### config.mk
export PLATFORM = sky130hd
export DESIGN_NAME = spi_comm_master_flat
export DESIGN_NICKNAME = d
export VERILOG_FILES = /design/src/rtl/spi_comm_master_if.sv /design/src/rtl/spi_comm_master.sv /design/src/flat_wrapper.sv
export SDC_FILE = /design/constraint.sdc
export NUM_CORES = 1
export LEC_CHECK = 0
export ABC_AREA = 1
export BUFFER_PORTS_ARGS = -buffer_cell sky130_fd_sc_hd__clkbuf_2
export CORE_UTILIZATION = 50
export DETAILED_ROUTE_END_ITERATION = 8
export PLACE_DENSITY = 0.81
export SKIP_CTS_REPAIR_TIMING = 1
export SYNTH_ARGS = -nofsm -noshare
export SYNTH_HDL_FRONTEND = slang
export SYNTH_SLANG_ARGS = --single-unit
### constraint.sdc
create_clock -name clk -period 2.3 [get_ports clk]
set_clock_uncertainty 0.1 [all_clocks]
set_input_delay 0.115 -clock clk [delete_from_list [all_inputs] [get_ports clk]]
set_output_delay 0.115 -clock clk [all_outputs]
set_load 0.05 [all_outputs]
### src/rtl/spi_comm_master_if.sv
`default_nettype none
// ============================================================================
// Module      : spi_comm_master_if
// Description : Request/response bus and SPI pin bundle for spi_comm_master.
//               The master modport is the SPI master's view; the slave
//               modport is the requester/slave-device side of the same wires.
// Revision    : 1.0 - initial release
// ============================================================================
interface spi_comm_master_if;
    logic        start;
    logic [7:0]  cmd;
    logic [15:0] addr;
    logic [7:0]  wdata;
    logic        more;
    logic        busy;
    logic        done;
    logic [7:0]  sta;
    logic [7:0]  rdata;
    logic        SCLK;
    logic        SS;
    logic        MOSI;
    logic        MISO;

    modport master (
        input  start, cmd, addr, wdata, more, MISO,
        output busy, done, sta, rdata, SCLK, SS, MOSI
    );

    modport slave (
        output start, cmd, addr, wdata, more, MISO,
        input  busy, done, sta, rdata, SCLK, SS, MOSI
    );
endinterface
`default_nettype wire

### src/rtl/spi_comm_master.sv
`default_nettype none
// ============================================================================
// Module      : spi_comm_master
// Description : SPI mode-0 master issuing 1-4 byte framed commands (LSB
//               first) to the SPI_COMM slave; returns the status byte and
//               read data. Optional burst continuation is compiled in with
//               the macro SPI_MASTER_CONT_EN.
// Revision    : 1.0 - initial release
// ============================================================================
module spi_comm_master #(
    parameter int CLK_DIV    = 4,
    parameter int GAP_CYCLES = 8,
    parameter int CS_SETUP   = 2
) (
    input  logic              clk,
    input  logic              rst,
    spi_comm_master_if.master bus
);

    localparam logic [2:0] c_ST_IDLE  = 3'd0;
    localparam logic [2:0] c_ST_SETUP = 3'd1;
    localparam logic [2:0] c_ST_HIGH  = 3'd2;
    localparam logic [2:0] c_ST_LOW   = 3'd3;
    localparam logic [2:0] c_ST_END   = 3'd4;
    localparam logic [2:0] c_ST_GAP   = 3'd5;

    localparam logic [15:0] c_DIV_LAST   = 16'(CLK_DIV - 1);
    localparam logic [15:0] c_SETUP_LAST = 16'(CS_SETUP - 1);
    localparam logic [15:0] c_GAP_LAST   = 16'(GAP_CYCLES - 1);

    logic [2:0]  r_state;
    logic [2:0]  w_next;
    logic [15:0] r_cnt;
    logic [7:0]  r_cmd;
    logic [15:0] r_addr;
    logic [7:0]  r_wdata;
    logic [2:0]  r_bit;
    logic [2:0]  r_byte;
    logic [7:0]  r_rx;
    logic [7:0]  r_sta;
    logic [7:0]  r_rdata;
    logic        r_cont_done;
    logic [7:0]  w_cur_byte;
    logic [2:0]  w_last;
    logic        w_is_rd;
    logic        w_cont_go;
    logic [7:0]  w_rx_next;

    // Index of the final byte in the frame equals the mode field
    assign w_last    = {1'b0, r_cmd[1:0]};
    // Modes 01/11 carry a data byte; WRITE=0 makes it a read
    assign w_is_rd   = r_cmd[0] & ~r_cmd[3];
    assign w_rx_next = {bus.MISO, r_rx[7:1]};

`ifdef SPI_MASTER_CONT_EN
    // Burst continues only for data-carrying modes with CONT set
    assign w_cont_go = r_cmd[2] & r_cmd[0] & bus.more;
`else
    logic w_unused_more;
    assign w_unused_more = bus.more;
    assign w_cont_go     = 1'b0;
`endif

    // Byte currently on the wire; indices past the frame read as zero
    always_comb begin
        w_cur_byte = 8'h00;
        case (r_byte)
            3'd0: w_cur_byte = r_cmd;
            3'd1: begin
                if (r_cmd[1:0] == 2'b01)
                    w_cur_byte = r_cmd[3] ? r_wdata : 8'h00;
                else if (r_cmd[1])
                    w_cur_byte = r_addr[7:0];
            end
            3'd2: w_cur_byte = r_cmd[1] ? r_addr[15:8] : 8'h00;
            3'd3: begin
                if (r_cmd[1:0] == 2'b11)
                    w_cur_byte = r_cmd[3] ? r_wdata : 8'h00;
            end
            default: w_cur_byte = 8'h00;
        endcase
    end

    // State register
    always_ff @(posedge clk or negedge rst) begin
        if (!rst) r_state <= c_ST_IDLE;
        else      r_state <= w_next;
    end

    // Next-state decode
    always_comb begin
        w_next = r_state;
        case (r_state)
            c_ST_IDLE:  if (bus.start) w_next = c_ST_SETUP;
            c_ST_SETUP: if (r_cnt == c_SETUP_LAST) w_next = c_ST_HIGH;
            c_ST_HIGH:  if (r_cnt == c_DIV_LAST) w_next = c_ST_LOW;
            c_ST_LOW: begin
                if (r_cnt == c_DIV_LAST)
                    w_next = (r_byte == w_last + 3'd1) ? c_ST_END : c_ST_HIGH;
            end
            c_ST_END:   w_next = c_ST_GAP;
            c_ST_GAP:   if (r_cnt == c_GAP_LAST) w_next = c_ST_IDLE;
            default:    w_next = c_ST_IDLE;
        endcase
    end

    // Pin and handshake outputs decoded from state
    always_comb begin
        bus.SCLK = 1'b0;
        bus.SS   = 1'b1;
        bus.MOSI = 1'b0;
        bus.busy = 1'b1;
        bus.done = r_cont_done;
        case (r_state)
            c_ST_IDLE:  bus.busy = 1'b0;
            c_ST_SETUP: begin
                bus.SS   = 1'b0;
                bus.MOSI = w_cur_byte[r_bit];
            end
            c_ST_HIGH: begin
                bus.SS   = 1'b0;
                bus.SCLK = 1'b1;
                bus.MOSI = w_cur_byte[r_bit];
            end
            c_ST_LOW: begin
                bus.SS   = 1'b0;
                bus.MOSI = w_cur_byte[r_bit];
            end
            c_ST_END:   bus.done = 1'b1;
            default:    bus.busy = 1'b1;
        endcase
    end

    assign bus.sta   = r_sta;
    assign bus.rdata = r_rdata;

    // Phase timer restarts on every state change
    always_ff @(posedge clk or negedge rst) begin
        if (!rst)                  r_cnt <= 16'd0;
        else if (w_next != r_state) r_cnt <= 16'd0;
        else                       r_cnt <= r_cnt + 16'd1;
    end

    // Request latch, bit/byte sequencing and MISO capture
    always_ff @(posedge clk or negedge rst) begin
        if (!rst) begin
            r_cmd       <= 8'h00;
            r_addr      <= 16'h0000;
            r_wdata     <= 8'h00;
            r_bit       <= 3'd0;
            r_byte      <= 3'd0;
            r_rx        <= 8'h00;
            r_sta       <= 8'h00;
            r_rdata     <= 8'h00;
            r_cont_done <= 1'b0;
        end else begin
            r_cont_done <= 1'b0;
            if (r_state == c_ST_IDLE && bus.start) begin
                r_cmd   <= bus.cmd;
                r_addr  <= bus.addr;
                r_wdata <= bus.wdata;
                r_bit   <= 3'd0;
                r_byte  <= 3'd0;
            end
            // Rising SCLK: shift MISO in and publish completed bytes
            if (w_next == c_ST_HIGH && r_state != c_ST_HIGH) begin
                r_rx <= w_rx_next;
                if (r_bit == 3'd7) begin
                    if (r_byte == 3'd0)
                        r_sta <= w_rx_next;
                    if (r_byte == w_last && w_is_rd)
                        r_rdata <= w_rx_next;
                end
            end
            // Falling SCLK: step to the next bit, or repeat the data byte in a burst
            if (r_state == c_ST_HIGH && w_next == c_ST_LOW) begin
                if (r_bit == 3'd7) begin
                    r_bit <= 3'd0;
                    if (r_byte == w_last && r_byte != 3'd0 && w_cont_go) begin
                        r_wdata     <= bus.wdata;
                        r_cont_done <= 1'b1;
                    end else begin
                        r_byte <= r_byte + 3'd1;
                    end
                end else begin
                    r_bit <= r_bit + 3'd1;
                end
            end
        end
    end

endmodule
`default_nettype wire
### src/flat_wrapper.sv
// flat-port wrapper written by rule: the top's interface ports become plain ports
module spi_comm_master_flat 
#(
    parameter int CLK_DIV    = 4,
    parameter int GAP_CYCLES = 8,
    parameter int CS_SETUP   = 2
)
  (clk, rst, bus_start, bus_cmd, bus_addr, bus_wdata, bus_more, bus_MISO, bus_busy, bus_done, bus_sta, bus_rdata, bus_SCLK, bus_SS, bus_MOSI);
  spi_comm_master_if bus_i ();
  input  logic clk;
  input  logic rst;
  input wire logic [$bits(bus_i.start)-1:0] bus_start;
  input wire logic [$bits(bus_i.cmd)-1:0] bus_cmd;
  input wire logic [$bits(bus_i.addr)-1:0] bus_addr;
  input wire logic [$bits(bus_i.wdata)-1:0] bus_wdata;
  input wire logic [$bits(bus_i.more)-1:0] bus_more;
  input wire logic [$bits(bus_i.MISO)-1:0] bus_MISO;
  output wire logic [$bits(bus_i.busy)-1:0] bus_busy;
  output wire logic [$bits(bus_i.done)-1:0] bus_done;
  output wire logic [$bits(bus_i.sta)-1:0] bus_sta;
  output wire logic [$bits(bus_i.rdata)-1:0] bus_rdata;
  output wire logic [$bits(bus_i.SCLK)-1:0] bus_SCLK;
  output wire logic [$bits(bus_i.SS)-1:0] bus_SS;
  output wire logic [$bits(bus_i.MOSI)-1:0] bus_MOSI;
  assign bus_i.start = bus_start;
  assign bus_i.cmd = bus_cmd;
  assign bus_i.addr = bus_addr;
  assign bus_i.wdata = bus_wdata;
  assign bus_i.more = bus_more;
  assign bus_i.MISO = bus_MISO;
  assign bus_busy = bus_i.busy;
  assign bus_done = bus_i.done;
  assign bus_sta = bus_i.sta;
  assign bus_rdata = bus_i.rdata;
  assign bus_SCLK = bus_i.SCLK;
  assign bus_SS = bus_i.SS;
  assign bus_MOSI = bus_i.MOSI;
  spi_comm_master #(.CLK_DIV(CLK_DIV), .GAP_CYCLES(GAP_CYCLES), .CS_SETUP(CS_SETUP)) u_core (.clk(clk), .rst(rst), .bus(bus_i));
endmodule
**After elaboration in Yosys (flattened, before gate mapping)**

Index checks and enable logic that the tools add are counted.

- Magnitude comparators: 1
- $add $sub $neg: 4
- Reduce and logical (&&, ||, !) cells: 10
- Equal/unequal tests: 20
- Bitwise gates (word level): 2
- Muxes and demuxes: 27

Operators with widths:

| cell | number |
|---|---|
| 8-bit two-way mux | 5 |
| 3-bit two-way mux | 12 |
| 8-bit case mux with 4 select lines | 1 |
| 3-bit by 2-bit equality test with 1-bit output, second input constant | 6 |
| 3-bit case mux with 6 select lines | 1 |
| 16-bit by 1-bit adder with 16-bit output, second input constant | 1 |
| 16-bit by 1-bit equality test with 1-bit output, second input constant | 1 |
| 16-bit by 2-bit equality test with 1-bit output, second input constant | 1 |
| 16-bit by 3-bit equality test with 1-bit output, second input constant | 1 |
| 16-bit two-way mux | 1 |
| 3-bit equality test, second input constant | 3 |
| 3-bit by 1-bit adder with 3-bit output, second input constant | 2 |
| 3-bit by 1-bit equality test with 1-bit output, second input constant | 2 |
| 3-bit zero test | 2 |
| 1-bit two-way mux | 6 |
| 3-bit AND reduction | 2 |
| 1-bit logical AND | 4 |
| 3-bit by 4-bit less-than comparator with 1-bit output, second input constant | 1 |
| 2-bit by 1-bit adder with 3-bit output, second input constant | 1 |
| 1-bit binary-select mux with 3-bit select | 1 |
| 3-bit by 2-bit equality test with 1-bit output | 1 |
| 3-bit equality test | 1 |
| 3-bit by 2-bit != test with 1-bit output, second input constant | 1 |
| 3-bit != test | 1 |
| other kinds (6) | 6 |

- Input bits: 37
- Register bits: 81
- Output and inout port bits: 21
- Logic and storage cells: 74

**Longest topological paths before layout**

Gate-level depths: netlist of the first run.

- Depth after elaboration: 8
- Depth in mapped cells: 13
- Gate-level depth less buffers: 13

**Worst setup path before layout of the first run**

OpenSTA, ideal clock, no wires.

- Path type: register to output
- Start point: reg u_core.r_cmd[1]
- End point: out bus_MOSI
- Setup slack: -0.096 ns
- Data arrival time: 2.181 ns
- Stages on the path, launching flop included: 12
- Buffers on the path: 1
- Cells stage by stage: dfrtp_1 buf_2 inv_1 ha_1 inv_1 o22ai_1 nand3_1 nand3_1 nand3_1 nand3_1 nand2_1 nor2_1

- Cells in the longest elaborated chain, start to end: 6
- Elaborated cells on any way between the ends: 10

RTL lines:

| what | line | RTL |
|---|---|---|
| start: declaration | spi_comm_master.sv:34 | `logic [7:0] r_cmd;` |
| start signal: assignment | spi_comm_master.sv:159 | `r_cmd <= bus.cmd;` |
| 2-bit equality test, or another cell as far along | spi_comm_master.sv:77 | `if (r_cmd[1:0] == 2'b11)` |
| 8-bit two-way mux, on equally long branches | spi_comm_master.sv:77, spi_comm_master.sv:70 |  |
| 8-bit case mux with 4 select lines * | spi_comm_master.sv:67 | `case (r_byte)` |
| 1-bit binary-select mux with 3-bit select * | spi_comm_master.sv:118, spi_comm_master.sv:123, spi_comm_master.sv:127 |  |
| 1-bit two-way mux (implied by the code) * | spi_comm_master.sv:118, spi_comm_master.sv:123, spi_comm_master.sv:127 |  |
| 1-bit two-way mux * | n/a |  |
| end: declaration | flat_wrapper.sv:24 | `output wire logic [$bits(bus_i.MOSI)-1:0] bus_MOSI;` |

Every way passes the cells marked *; elsewhere a longest branch is shown, timed or not. The select of a mux whose other input is x is not followed.

**Worst setup path after layout of the first run**

- Start point: reg u_core.r_byte[1]
- End point: out bus_MOSI

- Cells in the longest elaborated chain, start to end: 5
- Elaborated cells on any way between the ends: 8

RTL lines:

| what | line | RTL |
|---|---|---|
| start: declaration | spi_comm_master.sv:38 | `logic [2:0] r_byte;` |
| start signal: assignment | spi_comm_master.sv:183 | `r_byte <= r_byte + 3'd1;` |
| 3-bit by 2-bit equality test with 1-bit output, or another cell as far along | spi_comm_master.sv:67 |  |
| 8-bit case mux with 4 select lines * | spi_comm_master.sv:67 |  |
| 1-bit binary-select mux with 3-bit select * | spi_comm_master.sv:118, spi_comm_master.sv:123, spi_comm_master.sv:127 |  |
| 1-bit two-way mux (implied by the code) * | spi_comm_master.sv:118, spi_comm_master.sv:123, spi_comm_master.sv:127 |  |
| 1-bit two-way mux * | n/a |  |

Marks and branches as above.

==> flow_metrics.env, run 1 <==
export IMPL_cts_tree="yes"
export IMPL_yosysSeqAreaShare_pct=47.8
export IMPL_numCtsBuffers=9
export IMPL_slew_headroom_pct=65.0
export IMPL_worst_slew_pin_slew_ps=519
export IMPL_min_period_ps=2470
export IMPL_grt_overflow_total=0
export IMPL_crit_fanout=7
export IMPL_die_width_um=93.5
export IMPL_synth_warnings=0
export IMPL_num_fill_cells=607
export IMPL_endpoint_kind="primary output"
export IMPL_htreeDepth=3
export IMPL_totalPowerFinal_mw=2.68
export IMPL_use_met3_pct=3.66
export IMPL_avgSynthCellArea_um2=9.01
export IMPL_global_route_usage_met2_pct=33.1
export IMPL_critPathArrivalTime_ps=2250
export IMPL_drc_errors=1
export IMPL_p_leak_nw=2.72
export IMPL_port_buffers=56
export IMPL_fin_cells=682
export IMPL_clk_pin_slew_ps=80
export IMPL_multiInputGateArea_mm2=0.00209
export IMPL_first_pass_iters=7
export IMPL_drt_total_wl_um=9940
export IMPL_hold_path_class="input port to flip-flop"
export IMPL_cts_root_buf="clkbuf_8"
export IMPL_rsz0062_at_grt="yes"
export IMPL_syn_nets=513
export IMPL_core_area_mm2=0.00818
export IMPL_vias=3709
export IMPL_fin_nets=620
export IMPL_final_seq_area_mm2=0.00201
export IMPL_synth_cell_types=31
export IMPL_track_usage_pct=20.7
export IMPL_drive_gt1_share_pct=31.2
export IMPL_holdWs_ps=168
export IMPL_gp_congestion=0.889
export IMPL_grt_pass1_wl_um=14300
export IMPL_status="complete, but fails checks"
export IMPL_hpwlAfterDp_um=6150
export IMPL_finalHoldViolations=0
export IMPL_antenna_found_initial=0
export IMPL_ys_ff_latch=80
export IMPL_clkLatencyLatePin_ps=360
export IMPL_drtIter0Drc=281
export IMPL_clk_path_buf_depth=2
export IMPL_finalCritPeriodShare_pct=107
export IMPL_power_density_mw_per_mm2=498
export IMPL_cp_start_kind="flip-flop"
export IMPL_violations="DRC, setup timing"
export IMPL_netlist_area_mm2=0.00419
export IMPL_maxSlewViolCount=0
export IMPL_fin_ws_ps=-169
export IMPL_rows=33
export IMPL_viasPerCell=5.44
export IMPL_dpl_worst_slack_ps=147
export IMPL_num_antenna_cells=0
export IMPL_crit_type="flip-flop to primary output"
export IMPL_grt_max_degree=81
export IMPL_cap_violations=0
export IMPL_dp_cells=627
export IMPL_die_area_mm2=0.00875
export IMPL_netlist_instances=465
export IMPL_start_util_pct=51.2
export IMPL_antenna_left=0
export IMPL_cts_num_sinks=80
export IMPL_fmax_ghz=0.405
export IMPL_avgRoutedWirePerCell_um=14.6
export IMPL_cp_required_ps=2090
export IMPL_grt_pass1_vias=3260
export IMPL_ios=58
export IMPL_met1_usage_pct=27.5
export IMPL_busiest_layer="met2"
export IMPL_setup_tns_final_ps=-169
export IMPL_area_delta_synth_final_pct=28.5
export IMPL_ir_drop_mv=0.464
export IMPL_setup_viol=1
export IMPL_die_y_um=93.5
cells by family (layout without fill, tap and decap cells):
kind of cell / count (synthesis) / count (layout) / synth area share, %
fa+ha+maj: 11 / 11 / 3.29
simple gates: 262 / 262 / 30.1
flops: 80 / 80 / 47.8
buf+inv: 48 / 160 / 5.08
compound gates: 18 / 18 / 2.33
mux: 30 / 30 / 8.06
xor+xnor: 16 / 16 / 3.35
area by class of cell:
class,count,share of cell area (%)
Multi-Input combinational cell,337,38.8
Sequential cell,80,37.3
Timing Repair Buffer,107,14.7
Inverter,37,2.63
Tap cell,105,2.44
Clock buffer,10,2.37
Clock inverter,6,1.72
placed cells by master, fill, tap and decap left out, types with 5 or more instances in the layout:
cell / instances
ha_4: 5
nand2_1: 119
a21oi_1: 8
nand3_1: 31
nor2_2: 16
nor3_1: 7
dfrtp_1: 77
o21ai_0: 7
nand4_1: 23
nor2_1: 31
inv_2: 7
nand2_2: 13
clkbuf_8: 9
clkbuf_2: 54
xor2_1: 13
mux2_2: 30
inv_1: 29
ha_1: 6
buf_4: 13
dlygate4sd3_1: 34
state kept, by name, summed over array words and instances (netlist names):
signal	count
u_core.r_addr	16
u_core.r_cnt	16
u_core.bus.rdata	8
u_core.bus.sta	8
u_core.r_cmd	8
u_core.r_wdata	8
u_core.r_rx	7
u_core.r_bit	3
u_core.r_byte	3
u_core.r_state	3
worst paths after layout:
check | endpoint | cells after the start | slack, ps | start
setup / recovery | bus_MOSI | 14 | -170 | u_core.r_byte[1]
hold / removal | u_core.r_state[0] | 5 | 170 | bus_start
setup reg to reg | u_core.bus.sta[3] | 11 | 240 | u_core.r_cmd[0]
hold reg to reg | u_core.bus.rdata[7] | 2 | 380 | u_core.bus.rdata[7]
max in group asynchronous | u_core.r_byte[1] | 3 | 1540 | rst
min in group asynchronous | u_core.r_cnt[8] | 3 | 220 | rst
report_power, final:
group	switching [mW]	leakage (nW)	total, mW	internal (mW)
combinational	0.0477	1.56	0.114	0.0660
sequential	0.00607	1.06	1.42	1.41
clock	0.535	0.103	1.15	0.617
synthesized netlist by cell type:
cell | n | share of area [%]
nor2_2 | 15 | 2.2
nand3_2 | 1 | 0.24
buf_2 | 5 | 0.60
a21oi_1 | 9 | 1.1
inv_1 | 34 | 3.0
nor3_2 | 2 | 0.48
o22ai_1 | 1 | 0.15
nand4_1 | 23 | 3.4
nand3b_1 | 3 | 0.54
nand4_2 | 2 | 0.60
nand3_1 | 33 | 3.9
nand2_2 | 7 | 1.0
nand2_1 | 126 | 11
buf_6 | 2 | 0.54
mux2_2 | 30 | 8.1
nor4_1 | 4 | 0.60
buf_8 | 1 | 0.36
clkbuf_1 | 3 | 0.27
ha_1 | 11 | 3.3
xnor2_1 | 3 | 0.63
nand3_4 | 1 | 0.42
o21ai_0 | 7 | 0.84
dfrtp_1 | 80 | 48
nor2_4 | 2 | 0.54
nor2_1 | 34 | 3.0
inv_2 | 3 | 0.27
xor2_1 | 13 | 2.7
nor2_8 | 1 | 0.48
a21boi_2 | 1 | 0.27
nor3_1 | 7 | 0.84
nor3_4 | 1 | 0.39
worst max-delay path: stages, from the launching register on:
cell and delay [ps]:
dfrtp_2 490, inv_2 130, ha_4 160, nand2_4 60, nor2_4 100, buf_6 130
nand2_1 60, nand2_1 70, nand2_1 80, nand3b_1 90, nand3_1 70, nand3_1 80
nand2_1 60, nor2_2 130, buf_6 170
metal layers:
layer | part of all wire (%) | routed length (um)
met1 | 42 | 4200
met2 | 50 | 4970
met3 | 4.2 | 418
met4 | 3.5 | 347
met5 | 0 | 0
metrics by stage:
stage	area, um2	utilization (%)
after global placement	4650	56.9
after floorplan	4190	-
after CTS	4870	59.6
after global routing	5380	65.8
after detailed placement	4650	56.9
final	5380	65.8
Note: power is estimated with default switching activity, not from simulation.
==> inputs of run 2 (changes only) <==
--- a/config.mk
+++ b/config.mk
@@ -9,7 +9,7 @@
 export BUFFER_PORTS_ARGS = -buffer_cell sky130_fd_sc_hd__clkbuf_2
 export CORE_UTILIZATION = 50
 export DETAILED_ROUTE_END_ITERATION = 8
-export PLACE_DENSITY = 0.81
+export PLACE_DENSITY = 0.75
 export SKIP_CTS_REPAIR_TIMING = 1
 export SYNTH_ARGS = -nofsm -noshare
 export SYNTH_HDL_FRONTEND = slang
==> flow_metrics.env, run 2 (synthesis gave the netlist of run 1 again) <==
export IMPL_p_leak_nw=2.72
export IMPL_rows=33
export IMPL_cap_violations=0
export IMPL_grt_max_degree=81
export IMPL_avgRoutedWirePerCell_um=14.4
export IMPL_min_period_ps=2490
export IMPL_totalPowerFinal_mw=2.58
export IMPL_rsz0062_at_grt="yes"
export IMPL_antenna_found_initial=0
export IMPL_dp_cells=625
export IMPL_die_y_um=93.5
export IMPL_final_cell_area_mm2=0.00537
export IMPL_clk_path_buf_depth=2
export IMPL_numCtsBuffers=9
export IMPL_p_int_mw=2.00
export IMPL_maxSlewViolCount=0
export IMPL_setup_tns_final_ps=-188
export IMPL_cp_start_kind="flip-flop"
export IMPL_hold_path_class="input port to flip-flop"
export IMPL_die_width_um=93.5
export IMPL_fin_cells=685
export IMPL_drive_gt1_share_pct=31.6
export IMPL_worst_slew_pin_slew_ps=997
export IMPL_fin_nets=623
export IMPL_drt_total_wl_um=9830
export IMPL_area_delta_synth_final_pct=28.3
export IMPL_clk_pin_slew_ps=80
export IMPL_cts_num_sinks=80
export IMPL_status="complete, but fails checks"
export IMPL_layout_common_cells="nand2_1 (121), dfrtp_1 (75), clkbuf_2 (54)"
export IMPL_fmax_ghz=0.402
export IMPL_p_clk_share_pct=40.9
export IMPL_crit_fanout=7
export IMPL_r2r_cells=9
export IMPL_drc_errors=0
export IMPL_first_pass_iters=5
export IMPL_hpwlAfterDp_um=6180
export IMPL_pwr_share_comb_pct=4.2
export IMPL_start_util_pct=51.2
export IMPL_finalHoldViolations=0
export IMPL_fin_ws_ps=-188
export IMPL_critPathArrivalTime_ps=2270
export IMPL_violations="setup timing"
export IMPL_slew_headroom_pct=33.5
export IMPL_final_common_cell="nand2_1"
export IMPL_endpoint_kind="primary output"
export IMPL_dpl_cell_area_mm2=0.00462
export IMPL_antenna_left=0
export IMPL_port_buffers=56
export IMPL_seqPwrFrac_pct=54.9
export IMPL_grt_pass1_vias=3250
export IMPL_crit_type="flip-flop to primary output"
export IMPL_cts_tree="yes"
export IMPL_endpoint="bus_MOSI"
export IMPL_power_density_mw_per_mm2=480
export IMPL_drtIter0Drc=273
export IMPL_crit_path_start="u_core.r_byte[0]"
export IMPL_cts_root_buf="clkbuf_8"
export IMPL_reg2reg_to="u_core.r_cnt[15]"
export IMPL_vias=3610
export IMPL_core_area_mm2=0.00818
export IMPL_grt_overflow_total=0
export IMPL_dpl_worst_slack_ps=111
export IMPL_switching_power_mw=0.578
export IMPL_rrSetupSlack_ps=200
export IMPL_num_fill_cells=631
export IMPL_grt_pass1_wl_um=14900
export IMPL_cp_required_ps=2090
export IMPL_track_usage_pct=21.8
export IMPL_clkLatencyLatePin_ps=360
export IMPL_htreeDepth=3
export IMPL_num_antenna_cells=0
export IMPL_gp_congestion=0.884
export IMPL_ir_drop_mv=0.263
export IMPL_r2r_start="u_core.r_byte[0]"
export IMPL_viasPerCell=5.27
export IMPL_swShare_pct=22.4
export IMPL_ios=58
export IMPL_setup_viol=1
export IMPL_finalCritPeriodShare_pct=108
export IMPL_die_area_mm2=0.00875
export IMPL_reg_top3="u_core.r_addr x16, u_core.r_cnt x16"
==> run 2: cell types whose count changed in the layout (fill, tap and decap cells not counted), sizes merged <==
cell      change
buf           +3
bufinv        -1
clkbuf        +1
clkinv        +2
clkinvlp      -1
inv           -1
==> run 2: metrics by stage <==
step	util (%)	hold slack, ps
CTS	59.0	-138
finish	65.7	153
detailed placement	56.6	249
global placement	56.6	236
global route	65.7	176
floorplan	-	-281
==> run 2: cell type report <==
class                   count  area, um2  share of cell area (%)
inverters                  37        139                    2.58
well taps                 105        131                    2.44
flip-flops and latches     80       2010                    37.4
clock inverters             5       56.3                    1.05
clock buffers              11        141                    2.63
multi-input cells         337       2080                    38.7
repair buffers            110        816                    15.2
==> run 2: critical path, stage by stage (launching register included) <==
cell and delay [ps]:
dfrtp_2 460, ha_4 170, ha_4 140, inv_1 40, o22ai_1 190, buf_4 190
nand3_1 90, nand3b_1 120, nand3_1 110, nand2_1 90, nor2_1 50, nor2_2 100
buf_6 170
==> run 2: worst min-delay path by stage <==
stage,from,to,slack [ps],depth (start not counted)
global placement,rst,u_core.r_cnt[7],240,1
CTS,rst,u_core.r_cnt[9],-140,1
detailed placement,rst,u_core.r_cnt[9],250,1
finish,bus_start,u_core.r_state[0],150,5
floorplan,rst,u_core.bus.rdata[0],-280,0
global route,bus_start,u_core.r_state[0],180,5
==> run 2: routing by layer <==
layer / wire, um / vias to the layer above / GRT usage (%) / share of wire (%)
met4: 244 / 0 / 8.85 / 2.5
met3: 486 / 24 / 3.66 / 4.9
li1: - / 1747 / - / -
met5: 0 / - / 0 / 0
met2: 4830 / 105 / 36.1 / 49
met1: 4270 / 1734 / 28.3 / 43
==> run 2: power groups by stage <==
| stage | clock network, mW | logic (mW) | registers, mW |
|---|---|---|---|
| after global placement | 0 | 0.0639 | 1.44 |
| after floorplan | 0 | 0.00610 | 1.44 |
| final | 1.06 | 0.109 | 1.42 |
| after CTS | 1.07 | 0.0657 | 1.42 |
| after global routing | 1.13 | 0.124 | 1.42 |
| after detailed placement | 0 | 0.0656 | 1.44 |
